**src/rtl/program_loader_if.sv**
```systemverilog
// Byte-stream interface between the UART RX side, the program loader and
// inst_fetch.
//   rx_data/rx_valid/load_req       : producer -> loader
//   input_data/valid/start/end      : loader -> inst_fetch strobes
//   busy/done/error                 : loader status levels
// modport slave is the loader's view; modport master is the view of whoever
// drives the received bytes and consumes the loader outputs.
interface program_loader_if;
   logic [7:0] rx_data;
   logic       rx_valid;
   logic       load_req;
   logic [7:0] input_data;
   logic       input_valid;
   logic       input_start;
   logic       input_end;
   logic       busy;
   logic       done;
   logic       error;

   modport master (
      output rx_data, rx_valid, load_req,
      input  input_data, input_valid, input_start, input_end, busy, done, error
   );

   modport slave (
      input  rx_data, rx_valid, load_req,
      output input_data, input_valid, input_start, input_end, busy, done, error
   );
endinterface

```
**src/rtl/program_loader.sv**
```systemverilog
// Program loader: turns the UART RX byte stream into inst_fetch's loader
// strobes. A 4-byte big-endian word-count header is parsed first. Then
// 4*N payload bytes are forwarded, one per strobe, bracketed by
// input_start/input_end pulses. Bad headers and stalled transfers set error.
// Ports:
//   CLK    : clock
//   reset  : asynchronous, active-low reset
//   pl     : program_loader_if.slave (rx byte input, load_req, loader strobes, status)
//
// state   | meaning
// --------+-----------------------------------------------------------
// S_LEN   | armed, collecting the 4 header bytes MSB first
// S_START | input_start pulse on the outputs; a byte here is still accepted
// S_DATA  | forwarding payload bytes, idle timer running
// S_END   | last payload byte is on the outputs; schedule input_end + done
// S_DONE  | load finished normally; wait for load_req
// S_ERROR | header rejected or payload timed out; wait for load_req
module program_loader #(
   parameter int unsigned INST_MEM_WIDTH = 2,
   parameter int unsigned TIMEOUT_CYCLES = 1000000
) (
   input  logic            CLK,
   input  logic            reset,
   program_loader_if.slave pl
);
   localparam int unsigned   TW         = $clog2(TIMEOUT_CYCLES + 1);
   localparam logic [TW-1:0] TIMER_LOAD = TW'(TIMEOUT_CYCLES);
   localparam logic [31:0]   MAX_WORDS  = 32'd1 << INST_MEM_WIDTH;

   typedef enum logic [2:0] {
      S_LEN, S_START, S_DATA, S_END, S_DONE, S_ERROR
   } state_t;

   state_t        state_q, state_d;
   logic [31:0]   len_q, len_d;
   logic [31:0]   remaining_q, remaining_d;
   logic [1:0]    hdr_cnt_q, hdr_cnt_d;
   logic [TW-1:0] timer_q, timer_d;
   logic [7:0]    input_data_q, input_data_d;
   logic          input_valid_q, input_valid_d;
   logic          input_start_q, input_start_d;
   logic          input_end_q, input_end_d;
   logic          busy_q, busy_d;
   logic          done_q, done_d;
   logic          error_q, error_d;
   logic [31:0]   len_next;

   always_comb begin
      state_d       = state_q;
      len_d         = len_q;
      remaining_d   = remaining_q;
      hdr_cnt_d     = hdr_cnt_q;
      timer_d       = timer_q;
      input_data_d  = input_data_q;
      input_valid_d = 1'b0;
      input_start_d = 1'b0;
      input_end_d   = 1'b0;
      done_d        = done_q;
      error_d       = error_q;
      len_next      = {len_q[23:0], pl.rx_data};

      case (state_q)
         S_LEN: begin
            if (pl.rx_valid) begin
               len_d     = len_next;
               hdr_cnt_d = hdr_cnt_q + 2'd1;
               if (hdr_cnt_q == 2'd3) begin
                  if ((len_next == 32'd0) || (len_next > MAX_WORDS)) begin
                     error_d = 1'b1;
                     state_d = S_ERROR;
                  end else begin
                     remaining_d   = {len_next[29:0], 2'b00};
                     input_start_d = 1'b1;
                     state_d       = S_START;
                  end
               end
            end
         end
         S_START: begin
            // A byte arriving while input_start is out is captured straight
            // into the output register, so it shows up in DATA's first cycle.
            // remaining is at least 4 here, so it cannot finish the load.
            timer_d = TIMER_LOAD;
            state_d = S_DATA;
            if (pl.rx_valid) begin
               input_data_d  = pl.rx_data;
               input_valid_d = 1'b1;
               remaining_d   = remaining_q - 32'd1;
            end
         end
         S_DATA: begin
            if (pl.rx_valid) begin
               input_data_d  = pl.rx_data;
               input_valid_d = 1'b1;
               remaining_d   = remaining_q - 32'd1;
               timer_d       = TIMER_LOAD;
               if (remaining_q == 32'd1) begin
                  state_d = S_END;
               end
            end else if (timer_q == TW'(1)) begin
               // This is the TIMEOUT_CYCLES-th consecutive idle cycle.
               input_end_d = 1'b1;
               error_d     = 1'b1;
               state_d     = S_ERROR;
            end else begin
               timer_d = timer_q - TW'(1);
            end
         end
         S_END: begin
            input_end_d = 1'b1;
            done_d      = 1'b1;
            state_d     = S_DONE;
         end
         S_DONE, S_ERROR: begin
            if (pl.load_req) begin
               state_d     = S_LEN;
               done_d      = 1'b0;
               error_d     = 1'b0;
               len_d       = 32'd0;
               hdr_cnt_d   = 2'd0;
               remaining_d = 32'd0;
               timer_d     = '0;
            end
         end
         default: state_d = S_LEN;
      endcase

      busy_d = (state_d == S_LEN) || (state_d == S_START) ||
               (state_d == S_DATA) || (state_d == S_END);
   end

   always_ff @(posedge CLK or negedge reset) begin
      if (!reset) begin
         state_q       <= S_LEN;
         len_q         <= 32'd0;
         remaining_q   <= 32'd0;
         hdr_cnt_q     <= 2'd0;
         timer_q       <= '0;
         input_data_q  <= 8'd0;
         input_valid_q <= 1'b0;
         input_start_q <= 1'b0;
         input_end_q   <= 1'b0;
         busy_q        <= 1'b0;
         done_q        <= 1'b0;
         error_q       <= 1'b0;
      end else begin
         state_q       <= state_d;
         len_q         <= len_d;
         remaining_q   <= remaining_d;
         hdr_cnt_q     <= hdr_cnt_d;
         timer_q       <= timer_d;
         input_data_q  <= input_data_d;
         input_valid_q <= input_valid_d;
         input_start_q <= input_start_d;
         input_end_q   <= input_end_d;
         busy_q        <= busy_d;
         done_q        <= done_d;
         error_q       <= error_d;
      end
   end

   assign pl.input_data  = input_data_q;
   assign pl.input_valid = input_valid_q;
   assign pl.input_start = input_start_q;
   assign pl.input_end   = input_end_q;
   assign pl.busy        = busy_q;
   assign pl.done        = done_q;
   assign pl.error       = error_q;
endmodule

```
**src/flat_wrapper.sv**
```systemverilog
// flat-port wrapper written by rule: the top's interface ports become plain ports
module program_loader_flat 
#(
   parameter int unsigned INST_MEM_WIDTH = 2,
   parameter int unsigned TIMEOUT_CYCLES = 1000000
)
  (CLK, reset, pl_rx_data, pl_rx_valid, pl_load_req, pl_input_data, pl_input_valid, pl_input_start, pl_input_end, pl_busy, pl_done, pl_error);
  program_loader_if pl_i ();
  input  logic CLK;
  input  logic reset;
  input wire logic [$bits(pl_i.rx_data)-1:0] pl_rx_data;
  input wire logic [$bits(pl_i.rx_valid)-1:0] pl_rx_valid;
  input wire logic [$bits(pl_i.load_req)-1:0] pl_load_req;
  output wire logic [$bits(pl_i.input_data)-1:0] pl_input_data;
  output wire logic [$bits(pl_i.input_valid)-1:0] pl_input_valid;
  output wire logic [$bits(pl_i.input_start)-1:0] pl_input_start;
  output wire logic [$bits(pl_i.input_end)-1:0] pl_input_end;
  output wire logic [$bits(pl_i.busy)-1:0] pl_busy;
  output wire logic [$bits(pl_i.done)-1:0] pl_done;
  output wire logic [$bits(pl_i.error)-1:0] pl_error;
  assign pl_i.rx_data = pl_rx_data;
  assign pl_i.rx_valid = pl_rx_valid;
  assign pl_i.load_req = pl_load_req;
  assign pl_input_data = pl_i.input_data;
  assign pl_input_valid = pl_i.input_valid;
  assign pl_input_start = pl_i.input_start;
  assign pl_input_end = pl_i.input_end;
  assign pl_busy = pl_i.busy;
  assign pl_done = pl_i.done;
  assign pl_error = pl_i.error;
  program_loader #(.INST_MEM_WIDTH(INST_MEM_WIDTH), .TIMEOUT_CYCLES(TIMEOUT_CYCLES)) u_core (.CLK(CLK), .reset(reset), .pl(pl_i));
endmodule
```
**config.mk**
```make
export PLATFORM = sky130hd
export DESIGN_NAME = program_loader_flat
export DESIGN_NICKNAME = d
export VERILOG_FILES = /design/src/rtl/program_loader_if.sv /design/src/rtl/program_loader.sv /design/src/flat_wrapper.sv
export SDC_FILE = /design/constraint.sdc
export NUM_CORES = 1
export LEC_CHECK = 0
export ABC_AREA = 0
export CAP_MARGIN = 5
export CORE_AREA = 2 2 97 99
export DETAILED_ROUTE_END_ITERATION = 7
export DIE_AREA = 0 0 99 101
export GPL_TIMING_DRIVEN = 0
export PLACE_DENSITY = 0.79
export SLEW_MARGIN = 10
export SYNTH_ARGS = -nofsm -noshare
export SYNTH_HDL_FRONTEND = slang
export SYNTH_SLANG_ARGS = --single-unit
```
**constraint.sdc**
```tcl
create_clock -name CLK -period 2.7 [get_ports CLK]
set_input_delay 0.54 -clock CLK [delete_from_list [all_inputs] [get_ports CLK]]
set_output_delay 0.54 -clock CLK [all_outputs]
set_load 0.02 [all_outputs]
```
==> impl_metrics.json, run 1 <==
{
  "viasPerCell": 6.68,
  "numCtsBuffers": 9,
  "htree_levels": 3,
  "fin_skew_ns": 0.0146,
  "yosys.area.top_type_share_pct": 45.0,
  "final_nets": 660,
  "clkTransAtPathRegs_ns": 0.11,
  "die-area_um2": 10000,
  "fp-row-count": 35,
  "ir_drop_mv": 0.653,
  "slowest_delay_ns": 0.52,
  "grt_max_degree": 53,
  "hold_viol_final": 0,
  "routed_wl_um": 14600,
  "fill_cells": 736,
  "cts_tree": "yes",
  "hold_path_class": "primary input to async pin",
  "cp.required_ns": 2.98,
  "hpwl_um": 10300,
  "drive_gt1_share_pct": 8.18,
  "cts_hold_buffers": 0,
  "overflow": 0,
  "syn_nets": 623,
  "path_cells": "clkdlybuf4s50_1, nor4_2, nand4_1, buf_4, o31ai_4, nand2_2, buf_2, o22a_1",
  "synth_top_flop_cell": "dfrtp_1",
  "die_y_um": 101,
  "syn_area_per_cell_um2": 8.72,
  "leakagePower_nw": 2.44,
  "fp.coreArea_um2": 8980,
  "crit_arrival_ns": 2.81,
  "grt_usage_pct": 30.3,
  "syn2layout_area_growth_pct": 12.3,
  "critPathLaunchType": "primary input",
  "fin_crit_ns": 2.53,
  "diodes": 0,
  "cts.sinks": 95,
  "start_util_pct": 58.9,
  "status": "completed",
  "cts-root-buf": "clkbuf_8",
  "hold_slack_ns": 0.149,
  "portBuffers": 24,
  "finalSetupViolations": 0,
  "synthCells": 606,
  "maxCapViolCount": 0,
  "slew_violations": 0,
  "grt_pass1_wl_um": 24200,
  "tightest_slew_ns": 0.789,
  "first_iter_violations": 507,
  "antenna_found_initial": 0,
  "gp_congestion": 0.937,
  "wl_per_cell_um": 19.2,
  "synth_edf_count": 0,
  "dp.cells": 742,
  "fin_total_pwr_w": 0.00713,
  "powerDensity_nw_per_um2": 1200,
  "ys_ff_latch": 95,
  "antenna_left": 0,
  "syn_area_um2": 5280,
  "end_kind": "register",
  "io_pins": 26,
  "firstDrtPassIters": 7,
  "worstSkewPairLatency_ns": 0.39,
  "critPathKind": "primary input to register",
  "ys_top_cells_by_area": "dfrtp_1 (45%), nand2_1 (8.1%), o21ai_0 (4.8%)",
  "ys_types": 67,
  "grt_pass1_vias": 4782,
  "dr_total_vias": 5073,
  "ys_seq_area_share_pct": 45.0,
  "drcViolationCount": 0,
  "critical_path_peak_fanout": 10,
  "clockBufferDepth": 2,
  "slew_headroom_pct": 46.9,
  "async_flop_share_pct": 100,
  "cp_slowest_cell": "clkdlybuf4s50_1",
  "ys_warn_count": 0,
  "max_freq_mhz": 395,
  "period_share_pct": 93.7,
  "die_w_um": 99,
  "synth_largest_area_cell": "dfrtp_1",
  "instances_no_fill": 759
}
[critical path, delay by kind of cell]
kind | cells | cell delay (ns)
buf+inv | 3 | 0.99
compound gates | 2 | 0.55
simple gates | 3 | 0.72
[registers in the layout, summed over array words and instances, names as in the netlist]
register               flops
u_core.remaining_q        32
u_core.hdr_cnt_q           2
u_core.pl.busy             1
u_core.pl.input_data       8
u_core.pl.input_end        1
u_core.timer_q            20
u_core.len_q              24
u_core.pl.done             1
u_core.pl.input_start      1
u_core.pl.input_valid      1
u_core.state_q             3
u_core.pl.error            1
[final cells by class]
class	count	area (um^2)	area share [%]
inverter	13	48.8	0.822
clock inverter	7	100	1.69
timing repair buffer	26	273	4.60
clock buffer	9	124	2.09
buffer	33	140	2.36
tap	111	139	2.34
sequential	95	2380	40.1
multi-input combinational	465	2730	46.0
[where the power goes]
part | internal, W | switching (W) | total [W]
clock network | 0.000459 | 0.000596 | 0.00105
logic | 0.00127 | 0.00224 | 0.00351
registers | 0.00197 | 0.000596 | 0.00256
[synth_stat cells (3+ instances only)]
library cell and instances:
or4_4 3, nand4_1 6, or4_1 8, o311ai_0 6
a2bb2oi_1 3, o21ai_1 8, clkbuf_1 23, a21o_1 4
o21ai_0 51, nand3_1 19, a211o_1 3, buf_2 7
a211oi_1 4, and3_1 3, nand2_1 114, o22a_1 5
o21a_1 3, nor2b_1 6, o31a_1 4, inv_1 13
nor3_1 18, mux2i_1 5, dfrtp_1 95, ha_1 5
o211ai_1 9, nand2b_1 5, a21oi_1 20, a31oi_1 21
or2_2 6, o41ai_1 3, or3_1 7, nor2_1 37
o31ai_1 16, a22o_1 3, nor4_1 23
[through the flow]
step           utilization [%]  setup slack, ns  setup TNS [ns]  instance area [um^2]
2_1_floorplan                -            0.645               0                  5280
3_3_place_gp              63.1            -2.45         -240.62                  5660
3_5_place_dp              63.4           -0.422           -8.66                  5690
4_1_cts                   65.9           0.0526               0                  5910
5_1_grt                   66.1         -0.00868        -0.00868                  5930
6_report                  66.1            0.169               0                  5930
[cell usage in the layout, fill, tap and decap left out, types with 4 or more instances in the layout]
| cell | netlist | layout |
|---|---|---|
| nand2_1 | 114 | 114 |
| dfrtp_1 | 95 | 95 |
| o21ai_0 | 51 | 51 |
| nor2_1 | 37 | 36 |
| clkbuf_1 | 23 | 23 |
| clkdlybuf4s50_1 | 0 | 23 |
| nor4_1 | 23 | 21 |
| a31oi_1 | 21 | 21 |
| a21oi_1 | 20 | 20 |
| nand3_1 | 19 | 19 |
| nor3_1 | 18 | 18 |
| o31ai_1 | 16 | 16 |
| inv_1 | 13 | 13 |
| o211ai_1 | 9 | 9 |
| clkbuf_8 | 0 | 9 |
| or4_1 | 8 | 8 |
| o21ai_1 | 8 | 8 |
| buf_2 | 7 | 7 |
| or3_1 | 7 | 7 |
| nor2b_1 | 6 | 6 |
| or2_2 | 6 | 6 |
| nand4_1 | 6 | 6 |
| o311ai_0 | 6 | 6 |
| nand2b_1 | 5 | 5 |
| o22a_1 | 5 | 5 |
| mux2i_1 | 5 | 5 |
| ha_1 | 5 | 5 |
| o31a_1 | 4 | 4 |
| a211oi_1 | 4 | 4 |
| a21o_1 | 4 | 4 |
[path summary, 6_finish.rpt]
check	startpoint	endpoint	slack, ns	cells after the start
setup / recovery	pl_rx_data[6]	u_core.remaining_q[12]$_DFFE_PN0P_	0.17	8
hold / removal	reset	u_core.remaining_q[28]$_DFFE_PN0P_	0.15	1
setup reg to reg	u_core.state_q[1]$_DFF_PN0_	u_core.remaining_q[29]$_DFFE_PN0P_	0.20	7
hold reg to reg	u_core.pl.input_data[3]$_DFFE_PN0P_	u_core.pl.input_data[3]$_DFFE_PN0P_	0.50	2
max in group asynchronous	reset	u_core.len_q[18]$_DFFE_PN0P_	1.90	2
min in group CLK	u_core.pl.input_data[3]$_DFFE_PN0P_	u_core.pl.input_data[3]$_DFFE_PN0P_	0.50	2
[cells by family (layout without fill, tap and decap cells)]
| family | Yosys count | count (layout) | synth area share [%] |
|---|---|---|---|
| AND/OR/NAND/NOR | 270 | 270 | 25.6 |
| AO/OA/AOI/OAI | 182 | 182 | 23.2 |
| flip-flops | 95 | 95 | 45.0 |
| buffers and inverters | 46 | 88 | 3.58 |
| multiplexers | 6 | 6 | 1.16 |
| adder cells (fa/ha/maj) | 5 | 5 | 1.18 |
| XOR/XNOR | 2 | 2 | 0.332 |
[what timing repair did]
action / in CTS / in global routing
gates resized for setup: 1 / 2
setup buffers: 0 / 1
pin swaps: 0 / 2
setup endpoints to repair: 8 / 28
[routing by layer]
metal	global-route usage, %	vias up	share of wire, %
met2	45.6	244	44
met5	0	-	0
met1	44.1	2439	45
met4	11.5	0	3.0
met3	5.34	51	8.3
li1	-	2339	-
Power figures use the tool's default switching activity.
==> inputs of run 2 (changes only) <==
--- a/config.mk
+++ b/config.mk
@@ -12,7 +12,6 @@
 export DIE_AREA = 0 0 99 101
 export GPL_TIMING_DRIVEN = 0
 export PLACE_DENSITY = 0.79
-export SLEW_MARGIN = 10
 export SYNTH_ARGS = -nofsm -noshare
 export SYNTH_HDL_FRONTEND = slang
 export SYNTH_SLANG_ARGS = --single-unit
==> results of run 2 <==
Final layout, timing and power as in run 1 (identical DEF).
